===== config.mk =====
export PLATFORM = sky130hd
export DESIGN_NAME = sap1_ram
export DESIGN_NICKNAME = d
export VERILOG_FILES = /design/src/rtl/sap1_ram.sv
export SDC_FILE = /design/constraint.sdc
export NUM_CORES = 1
export LEC_CHECK = 0
export BUFFER_PORTS_ARGS = -buffer_cell sky130_fd_sc_hd__buf_4
export CORE_ASPECT_RATIO = 0.6
export CORE_UTILIZATION = 56
export DETAILED_ROUTE_END_ITERATION = 7
export GPL_ROUTABILITY_DRIVEN = 0
export PLACE_DENSITY = 0.74
export RECOVER_POWER = 25
export SLEW_MARGIN = 20
export SYNTH_ARGS = -nofsm -noshare
export SYNTH_HDL_FRONTEND = slang
export SYNTH_SLANG_ARGS = --single-unit

===== constraint.sdc =====
create_clock -name clock -period 5.65 [get_ports clock]
set_clock_uncertainty 0.2 [all_clocks]
set_input_delay 1.4125 -clock clock [delete_from_list [all_inputs] [get_ports clock]]
set_output_delay 1.4125 -clock clock [all_outputs]
set_load 0.01 [all_outputs]

===== src/rtl/sap1_ram.sv =====
`default_nettype none
// ============================================================================
// Module      : sap1_ram
// Description : 16x8 program/data memory for the SAP-1 computer.
//               The read port takes the address held by the memory address
//               register. It drives a registered byte onto the W bus one cycle
//               after the active-low output enable is sampled low.
//               A front-panel loader fills the whole memory in address order.
//               It uses a valid/ready handshake and an auto-incrementing
//               address counter.
// Revision    : 1.0 - initial release
// ----------------------------------------------------------------------------
// Ports
//   clock        in   system clock, rising edge
//   reset        in   synchronous, active-high reset
//   address      in   [ADDR_WIDTH] read/write address from the MAR
//   enable_out   in   active-low read enable; data appears the next cycle
//   to_BUS       out  [DATA_WIDTH] registered read data, 0 when not driving
//   bus_drive    out  1 while to_BUS carries valid bus data
//   prog_start   in   pulse: begin a full-memory load
//   prog_valid   in   loader byte valid
//   prog_data    in   [DATA_WIDTH] loader byte
//   prog_ready   out  loader byte accepted this cycle
//   prog_busy    out  load in progress
//   prog_done    out  load complete, held until next prog_start or reset
//   from_BUS     in   [DATA_WIDTH] bus write data  (SAP1_RAM_WRITE_EN only)
//   enable_write in   active-low bus write enable (SAP1_RAM_WRITE_EN only)
//
// Build option
//   SAP1_RAM_WRITE_EN : adds a bus write port that is usable outside a load.
//                       When the macro is undefined, the RAM is read-only
//                       except through the loader (classic SAP-1).
// ============================================================================
module sap1_ram #(
  parameter int ADDR_WIDTH = 4,
  parameter int DATA_WIDTH = 8
) (
  input  logic                  clock,
  input  logic                  reset,
  input  logic [ADDR_WIDTH-1:0] address,
  input  logic                  enable_out,
`ifdef SAP1_RAM_WRITE_EN
  input  logic [DATA_WIDTH-1:0] from_BUS,
  input  logic                  enable_write,
`endif
  output logic [DATA_WIDTH-1:0] to_BUS,
  output logic                  bus_drive,
  input  logic                  prog_start,
  input  logic                  prog_valid,
  input  logic [DATA_WIDTH-1:0] prog_data,
  output logic                  prog_ready,
  output logic                  prog_busy,
  output logic                  prog_done
);

  localparam int                  c_DEPTH = 2 ** ADDR_WIDTH;
  localparam logic [ADDR_WIDTH-1:0] c_LAST  = {ADDR_WIDTH{1'b1}};

  typedef enum logic [1:0] {
    S_IDLE = 2'd0,
    S_LOAD = 2'd1,
    S_DONE = 2'd2
  } state_t;

  state_t                  r_state;
  state_t                  w_state_nxt;
  logic [ADDR_WIDTH-1:0]   r_cnt;
  logic [DATA_WIDTH-1:0]   r_mem [c_DEPTH];
  logic [DATA_WIDTH-1:0]   r_to_bus;
  logic                    r_bus_drive;

  logic                    w_loading;
  logic                    w_start;
  logic                    w_load_we;
  logic                    w_read;
  logic                    w_we;
  logic [ADDR_WIDTH-1:0]   w_waddr;
  logic [DATA_WIDTH-1:0]   w_wdata;

  assign w_loading = (r_state == S_LOAD);
  // prog_start only counts from IDLE or DONE; a pulse in mid-load is ignored.
  assign w_start   = prog_start && !w_loading;
  assign w_load_we = w_loading && prog_valid;
  // Reads are blocked for the whole load so a half-written image is never seen.
  assign w_read    = !w_loading && !enable_out;

  // --------------------------------------------------------------------------
  // Loader state machine
  // --------------------------------------------------------------------------
  always_ff @(posedge clock) begin
    if (reset) begin
      r_state <= S_IDLE;
    end else begin
      r_state <= w_state_nxt;
    end
  end

  always_comb begin
    w_state_nxt = r_state;
    case (r_state)
      S_IDLE: begin
        if (prog_start) begin
          w_state_nxt = S_LOAD;
        end
      end
      S_LOAD: begin
        if (prog_valid && (r_cnt == c_LAST)) begin
          w_state_nxt = S_DONE;
        end
      end
      S_DONE: begin
        if (prog_start) begin
          w_state_nxt = S_LOAD;
        end
      end
      default: begin
        w_state_nxt = S_IDLE;
      end
    endcase
  end

  assign prog_busy  = w_loading;
  assign prog_ready = w_loading;
  assign prog_done  = (r_state == S_DONE);

  // --------------------------------------------------------------------------
  // Load address counter. It is modular, so accepting the last word wraps
  // the counter back to 0.
  // --------------------------------------------------------------------------
  always_ff @(posedge clock) begin
    if (reset) begin
      r_cnt <= '0;
    end else if (w_start) begin
      r_cnt <= '0;
    end else if (w_load_we) begin
      r_cnt <= r_cnt + 1'b1;
    end
  end

  // --------------------------------------------------------------------------
  // Write port select: the loader owns the array during LOAD. Otherwise the
  // optional bus write port may write it.
  // --------------------------------------------------------------------------
  always_comb begin
    w_we    = w_load_we;
    w_waddr = r_cnt;
    w_wdata = prog_data;
`ifdef SAP1_RAM_WRITE_EN
    if (!w_loading && !enable_write) begin
      w_we    = 1'b1;
      w_waddr = address;
      w_wdata = from_BUS;
    end
`endif
  end

  // The array is never cleared. Writes are suppressed on a reset edge, so
  // words written before a mid-load reset survive and the rest keep their
  // old contents.
  always_ff @(posedge clock) begin
    if (!reset && w_we) begin
      r_mem[w_waddr] <= w_wdata;
    end
  end

  // --------------------------------------------------------------------------
  // Registered read port. The array read uses the pre-edge contents, so a
  // same-edge write to the same address returns the old word.
  // --------------------------------------------------------------------------
  always_ff @(posedge clock) begin
    if (reset) begin
      r_to_bus    <= '0;
      r_bus_drive <= 1'b0;
    end else if (w_read) begin
      r_to_bus    <= r_mem[address];
      r_bus_drive <= 1'b1;
    end else begin
      r_to_bus    <= '0;
      r_bus_drive <= 1'b0;
    end
  end

  assign to_BUS    = r_to_bus;
  assign bus_drive = r_bus_drive;

endmodule
`default_nettype wire


== Word-level counts from Yosys, hierarchy flattened ==
Memories as Yosys holds them, arrays and structs flattened. A register that Yosys moved wholly into a read port is not among the register bits.
Cells that the tools add are included.

* Memory bits (writable): 128
* Input bits: 17
* Output and inout bits: 12
* Memories: 1
* Register bits: 7

* Bitwise operators: 1
* Add/sub/neg operators: 1
* Equality and inequality tests: 5
* Reduce and logical (&&, ||, !) cells: 13
* Muxes and demuxes: 6

{| class="wikitable"
|+ Memory list
! name !! depth !! bits a word !! read ports !! clocked after Yosys merged registers in !! wr ports !! RTL line !! text
|-
| r_mem || 16 || 8 || 1 || 1 || 1 || 68 || <nowiki>logic [DATA_WIDTH-1:0] r_mem [c_DEPTH];</nowiki>
|}

{| class="wikitable"
|+ Operators by type and width
! cell !! count
|-
| $reduce_or A2 Y1 || 3
|-
| $logic_and A1 B1 Y1 || 5
|-
| $add A4 B1 Y4 const B || 1
|-
| $eq A4 B4 Y1 const B || 1
|-
| $mux W2 || 2
|-
| $ne A2 B1 Y1 const B || 2
|-
| $pmux W2 S2 || 1
|-
| $logic_not A1 Y1 || 3
|-
| $mux W1 || 3
|-
| $eq A2 B1 Y1 const B || 1
|-
| $eq A2 B2 Y1 const B || 1
|-
| $logic_not A2 Y1 || 1
|-
| $reduce_and A2 Y1 || 1
|-
| $not A1 Y1 || 1
|}

== Depth between registers and ports, before layout ==
Gate-level depths: netlist of the first run.

* Word-level depth: 5
* Mapped depth: 7
* Gate-level depth less buffers: 4

== Worst setup path before layout of the first run ==
Ideal clock, no wire load.

* Path kind: input to register
* From: in reset
* To: mem r_mem[7][0], enable pin
* Setup time: 0.332 ns
* Buffers on the path: 1
* Data arrival time: 2.441 ns
* Required time: 5.118 ns
* Slack: 2.677 ns
* Stages on the path: 4
* Cell sequence: buf_2 nand4bb_1 nor3b_1 and2_1

* Word-level cells in the longest chain between the ends: 4

{| class="wikitable"
|+ Ends and longest elaborated chain
! element !! RTL line !! text
|-
| start, declared || 39 || <nowiki>input logic reset,</nowiki>
|-
| $logic_not A1 Y1 || 161 || <nowiki>if (!reset && w_we) begin</nowiki>
|-
| $logic_and A1 B1 Y1 || 161 ||
|-
| $mux W1 || 161 ||
|-
| $mux W1 (implied by the code) || 162 || <nowiki>r_mem[w_waddr] <= w_wdata;</nowiki>
|-
| end, declared || 68 ||
|}

Every way passes these cells.

== Worst setup path after layout of the first run ==
* From: reg r_state[0]
* To: out prog_ready

* Word-level cells in the longest chain between the ends: 1

{| class="wikitable"
|+ Ends and longest elaborated chain
! element !! RTL line !! text
|-
| start, declared || 65 || <nowiki>state_t r_state;</nowiki>
|-
| start signal, assigned || 94 || <nowiki>r_state <= w_state_nxt;</nowiki>
|-
| $eq A2 B1 Y1 || 80 || <nowiki>assign w_loading = (r_state == S_LOAD);</nowiki>
|-
| end, declared || 51 || <nowiki>output logic prog_ready,</nowiki>
|}

Every way passes these cells.

==> results of run 1 <==
==> synth_stat cells (7+ instances only) <==
cell type,count
sky130_fd_sc_hd__o211ai_1,7
sky130_fd_sc_hd__o221ai_1,7
sky130_fd_sc_hd__mux2i_1,18
sky130_fd_sc_hd__mux4_2,13
sky130_fd_sc_hd__and2_1,17
sky130_fd_sc_hd__dfxtp_1,15
sky130_fd_sc_hd__buf_2,8
sky130_fd_sc_hd__nor2_1,12
sky130_fd_sc_hd__edfxtp_1,128
sky130_fd_sc_hd__a22oi_1,7
sky130_fd_sc_hd__mux2_2,15
sky130_fd_sc_hd__o21ai_0,8
==> worst register-to-register path, cell delays in order (launching register included) <==
cell	delay, ns
sky130_fd_sc_hd__dfxtp_1	0.37
sky130_fd_sc_hd__and2b_1	0.37
sky130_fd_sc_hd__nor4b_2	0.80
sky130_fd_sc_hd__o211ai_1	0.23
sky130_fd_sc_hd__o21ai_0	0.17
==> path summary, 6_finish.rpt <==
check              from         end  slack, ns  cells past startpoint
max          r_state[0]  prog_ready       2.53                      2
min            r_cnt[0]    r_cnt[0]       0.35                      2
max reg2reg  r_state[1]   to_BUS[2]       3.41                      4
min reg2reg    r_cnt[0]    r_cnt[0]       0.35                      2
==> logic make-up (layout without fill, tap and decap cells) <==
group | count (synthesis) | count (layout) | synth area share [%]
mux | 49 | 49 | 12.8
fa+ha+maj | 4 | 4 | 0.891
simple gates | 50 | 50 | 5.43
buf+inv | 20 | 63 | 1.78
flops | 143 | 143 | 73.7
compound gates | 42 | 42 | 5.34
==> sequential cells by signal (all words and copies together) (netlist names) <==
register and flops:
r_mem 128, to_BUS 8, r_cnt 4, r_state 2
bus_drive 1
==> layout make-up <==
type	instances	share of cell area, %
clock buffer	20	6.88
clock inverter	12	2.58
inverter	3	0.173
multi-input combinational	145	21.2
sequential	143	63.8
tap	130	2.51
timing repair buffer	28	2.83
==> layout by cell type, fill, tap and decap left out, types with 5 or more instances in the layout <==
| cell type | count |
|---|---|
| sky130_fd_sc_hd__edfxtp_1 | 128 |
| sky130_fd_sc_hd__buf_4 | 21 |
| sky130_fd_sc_hd__mux2i_1 | 18 |
| sky130_fd_sc_hd__and2_1 | 17 |
| sky130_fd_sc_hd__clkbuf_16 | 17 |
| sky130_fd_sc_hd__mux2_2 | 15 |
| sky130_fd_sc_hd__dfxtp_1 | 15 |
| sky130_fd_sc_hd__mux4_2 | 13 |
| sky130_fd_sc_hd__nor2_1 | 12 |
| sky130_fd_sc_hd__clkbuf_1 | 9 |
| sky130_fd_sc_hd__o21ai_0 | 8 |
| sky130_fd_sc_hd__o221ai_1 | 7 |
| sky130_fd_sc_hd__a22oi_1 | 7 |
| sky130_fd_sc_hd__o211ai_1 | 7 |
| sky130_fd_sc_hd__clkinv_2 | 5 |
==> metrics by stage <==
step	hold slack, ns	cells	power (mW)	worst slack [ns]
finish	0.350	481	2.41	2.53
floorplan	0.278	308	1.24	2.68
detailed placement	0.338	449	1.28	2.35
global route	0.384	481	2.47	2.43
global placement	0.318	449	1.28	2.37
CTS	0.351	481	2.42	2.53
==> layer usage <==
metal,global-route usage (%),up-vias
met2,34.5,100
met1,34.6,1469
met5,0,-
met4,8.37,0
li1,-,1300
met3,6.86,12
==> where the power goes <==
part           internal [mW]  switching, mW  leakage [nW]
logic                 0.0366         0.0603         0.594
clock network          0.745          0.406         0.296
registers               1.16        0.00313          1.27
total                   1.94          0.469          2.16
==> flow_summary.json, run 1 <==
{
  "run_status": "completed",
  "die_h_microns": 79.6,
  "post_cts_resized": 0,
  "synth-seq-area-share_pct": 73.7,
  "number_of_instances_in_the_synthesized_netlist": 308,
  "layout.core_utilization_pct": 68.6,
  "ys.warnings.count": 0,
  "floorplan.core_area_sq_mm": 0.00946,
  "fmax_mhz": 321,
  "tritoncts": "done",
  "clock_latency_ns": 0.41,
  "yosysTopAreaCell": "sky130_fd_sc_hd__edfxtp_1",
  "clock_path_buffers": 2,
  "synth-async-reset-ratio_pct": 0,
  "boundaryPins": 29,
  "grt_antenna_before_repair": 0,
  "wl_met2_microns": 4920,
  "powerDensity_mw_per_mm2": 371,
  "final-max-slew-violation-count": 0,
  "timing.critical_path.from_type": "flip-flop",
  "avgViaCountPerCell": 5.99,
  "hold_buffers": 0,
  "drt-wirelength-per-cell_microns": 23.1,
  "synth_ff_type": "sky130_fd_sc_hd__edfxtp_1",
  "routed.top_layer": "met4",
  "slowest_stage": "sky130_fd_sc_hd__and2b_1",
  "worst_hold_path_type": "reg -> reg",
  "area.growth.synth_to_final_pct": 15.5,
  "grt_overflow": 0,
  "cts.htree.levels": 4,
  "cpLargestDelayFamily": "simple AND/OR/NAND/NOR gates",
  "final.setup.tns_ns": 0,
  "filler_cell_count": 611,
  "postSynthRegisterBits": 143,
  "drive_above_1_share_pct": 23.1,
  "cts_made_buffers": 17,
  "final_area_sq_mm": 0.00649,
  "finish.net_count": 359,
  "netlist-cell-type-count": 39,
  "fp.dieArea_sq_mm": 0.0105,
  "synthDominantCellAreaShare_pct": 68.4,
  "postRouteAntennaNets": 0,
  "detailed_route_via_count": 2881,
  "dr.pass1.iters": 5,
  "placement.io_buffers": 28,
  "dr_wl_met3_microns": 783,
  "worstPathArrival_ns": 1.50,
  "area_taken_by_flip_flops_and_latches_sq_mm": 0.00414,
  "worstMarginPinSlew_ns": 0.876,
  "global_route_wire_length_before_repair_microns": 17100,
  "drt_wl_total_microns": 11100,
  "syn_nets": 329,
  "drtIter0Drc": 318,
  "clkTransAtPathRegs_ns": 0.05,
  "dieWidth_microns": 131,
  "worst_path_maximum_fanout": 13,
  "worstPathBufferInverterCount": 1,
  "grt_max_degree": 36,
  "rows": 27,
  "grt_usage_pct": 23.8,
  "synth_enable_flop_cells": 128,
  "start_util_pct": 59.4,
  "cts-root-buf": "sky130_fd_sc_hd__clkbuf_16",
  "drt-met1-wl_microns": 5270,
  "worst_ir_drop_vdd_mv": 0.331,
  "placement.cell_area_sq_mm": 0.00590,
  "cp_slowest_stage_delay_ns": 0.48,
  "multi_input_combinational_cell_area_sq_mm": 0.00138,
  "ys_top_cells_by_area": "sky130_fd_sc_hd__edfxtp_1 (68%), sky130_fd_sc_hd__dfxtp_1 (5.3%), sky130_fd_sc_hd__mux4_2 (5.2%)",
  "number_of_global_route_vias_before_repair": 2829,
  "finalSetupViolCount": 0,
  "dp_hpwl_microns": 7090,
  "mean_instance_size_in_the_synthesized_netlist_sq_um": 18.2,
  "hold_violations": 0,
  "rsz_0062_raised_after_global_routing": "false",
  "syn-cell-area_sq_mm": 0.00562,
  "route.detailed.drc": 0,
  "timing_worst_setup_path_type": "reg -> out",
  "slew-limit-headroom_pct": 41.5,
  "crit_path_end_kind": "primary output",
  "p_leak_nw": 2.16,
  "numClockSinks": 143,
  "final.period_utilization_pct": 55.1,
  "antennaDiodeCount": 0,
  "crit_required_ns": 4.04,
  "timing.critical_path.cells": "and2b_1 > buf_4",
  "max-cap-violations": 0,
  "postCtsSetupRepairBufs": 0,
  "period_minus_slack_ns": 3.12
}
No activity file was read; power rests on OpenSTA's default activity.
==> inputs of run 2 (changes only) <==
CORE_UTILIZATION = 54   (was 56)
clock period = 2.49 ns   (was 5.65 ns; I/O delays follow)
==> run 2 against run 1 <==
  * Sequential share of layout area fell by 0.91 points
  * Routed wire length rose by 4.9%
  * Sequential cell count is the same
  * Final cell count rose by 3.5%
  * First-iteration DRC count is 0.94% higher
  * Non-clock buffer count grew 12
  * Global-route usage down 0.18 points
  * Hold slack got worse by 0.14 ns
  * Sequential power rose by 130%
  * Critical path depth did not move
  * Combinational power up 140%
  * Clock power is 120% higher
  * Critical endpoint is now prog_busy
==> flow_summary.json, run 2 (synthesis gave the netlist of run 1 again) <==
{
  "run_status": "completed",
  "placement.io_buffers": 28,
  "final-max-slew-violation-count": 0,
  "boundaryPins": 29,
  "p_leak_nw": 2.22,
  "worst_hold_slack_ns": 0.209,
  "worst_ir_drop_vdd_mv": 0.568,
  "powerDensity_mw_per_mm2": 815,
  "avgViaCountPerCell": 5.88,
  "rows": 28,
  "grt_antenna_before_repair": 0,
  "clock_path_buffers": 2,
  "most_frequent_standard_cell_in_the_layout_excluding_fill_and_tap_cells": "sky130_fd_sc_hd__edfxtp_1",
  "clock_latency_ns": 0.42,
  "largest_reg_flops": 128,
  "drtIter0Drc": 321,
  "global_route_wire_length_before_repair_microns": 17300,
  "dieWidth_microns": 134,
  "finalSetupViolCount": 0,
  "worstPathArrival_ns": 1.52,
  "floorplan.core_area_sq_mm": 0.00998,
  "postRouteAntennaNets": 0,
  "grt_max_degree": 36,
  "route.detailed.drc": 0,
  "top_register_by_number_of_flip_flops": "r_mem",
  "rsz_0062_raised_after_global_routing": "false",
  "detailed_route_via_count": 2930,
  "cts.htree.levels": 4,
  "dr.pass1.iters": 4,
  "timing.critical_path.from_type": "flip-flop",
  "crit_path_end_kind": "primary output",
  "crit_required_ns": 1.67,
  "cts_made_buffers": 17,
  "die_h_microns": 81.0,
  "fmax_mhz": 426,
  "worstMarginPinSlew_ns": 0.859,
  "hold_buffers": 0,
  "tritoncts": "done",
  "max-cap-violations": 0,
  "drt_wl_total_microns": 11600,
  "final.period_utilization_pct": 94.2,
  "period_minus_slack_ns": 2.35,
  "drt-wirelength-per-cell_microns": 23.3,
  "finish.net_count": 371,
  "postCtsSetupRepairBufs": 0,
  "hold_violations": 0,
  "slew-limit-headroom_pct": 42.7,
  "grt_usage_pct": 23.6,
  "timing_worst_setup_path_type": "reg -> out",
  "layout.cells.most_common_list": "sky130_fd_sc_hd__edfxtp_1 (128), sky130_fd_sc_hd__buf_4 (29), sky130_fd_sc_hd__mux2i_1 (18), sky130_fd_sc_hd__and2_1 (17), sky130_fd_sc_hd__clkbuf_16 (17)",
  "dp_hpwl_microns": 7580,
  "area.growth.synth_to_final_pct": 17.2,
  "final.setup.tns_ns": 0,
  "numClockSinks": 143,
  "cts-root-buf": "sky130_fd_sc_hd__clkbuf_16",
  "clkTransAtPathRegs_ns": 0.06,
  "fp.dieArea_sq_mm": 0.0108,
  "grt_overflow": 0,
  "drive_above_1_share_pct": 24.2,
  "worst_hold_path_type": "in -> reg",
  "antennaDiodeCount": 0,
  "worst_path_maximum_fanout": 13,
  "number_of_global_route_vias_before_repair": 2889,
  "start_util_pct": 56.3,
  "post_cts_resized": 0
}
[run 2: cell types whose count changed in the layout (fill, tap and decap cells not counted), sizes merged]
cell	before	now
buf	21	32
bufinv	4	3
clkinv	5	10
clkinvlp	3	1
clkbuf	27	26
[run 2: final timing paths]
kind / startpoint / end / slack, ns / cells past startpoint
hold reg to reg: r_cnt[0] / r_cnt[0] / 0.33 / 2
hold / removal: enable_out / bus_drive / 0.21 / 2
setup / recovery: r_state[1] / prog_busy / 0.14 / 2
setup reg to reg: r_state[1] / to_BUS[5] / 0.50 / 4
[run 2: worst max-delay path: stages (launching register included)]
cell and delay, ns:
sky130_fd_sc_hd__dfxtp_1 0.33, sky130_fd_sc_hd__and2b_1 0.55, sky130_fd_sc_hd__buf_4 0.22
[run 2: final cells by class]
type,instances,area (sq um)
fillers,687,3400
inverters,3,11.3
repair buffers,40,308
well taps,135,169
flip-flops and latches,143,4140
multi-input cells,145,1380
clock inverters,14,149
clock buffers,18,429
[run 2: per-stage QoR]
stage / std cells / utilization [%] / instance area, sq um / power (mW) / setup slack [ns]
after floorplan: 308 / - / 5620 / 2.81 / 0.307
after global placement: 466 / 60.5 / 6040 / 2.91 / 0.106
after detailed placement: 466 / 60.5 / 6040 / 2.92 / 0.0949
after CTS: 498 / 66.3 / 6620 / 5.40 / 0.147
after global routing: 498 / 66.0 / 6590 / 5.50 / 0.0688
final: 498 / 66.0 / 6590 / 5.37 / 0.144
[run 2: metal layers]
layer	wire [microns]	part of all wire (%)	vias up	global-route usage, %
li1	-	-	1321	-
met1	5040	43	1471	33.2
met2	5060	44	128	33.5
met3	1420	12	10	8.49
met4	114	0.98	0	9.89
met5	0	0	-	0
[run 2: power breakdown]
part	total [mW]	internal [mW]	leakage (nW)	switching [mW]
clock network	2.50	1.55	0.281	0.952
registers	2.63	2.63	1.27	0.00682
logic	0.232	0.0899	0.663	0.142
total	5.37	4.27	2.22	1.10
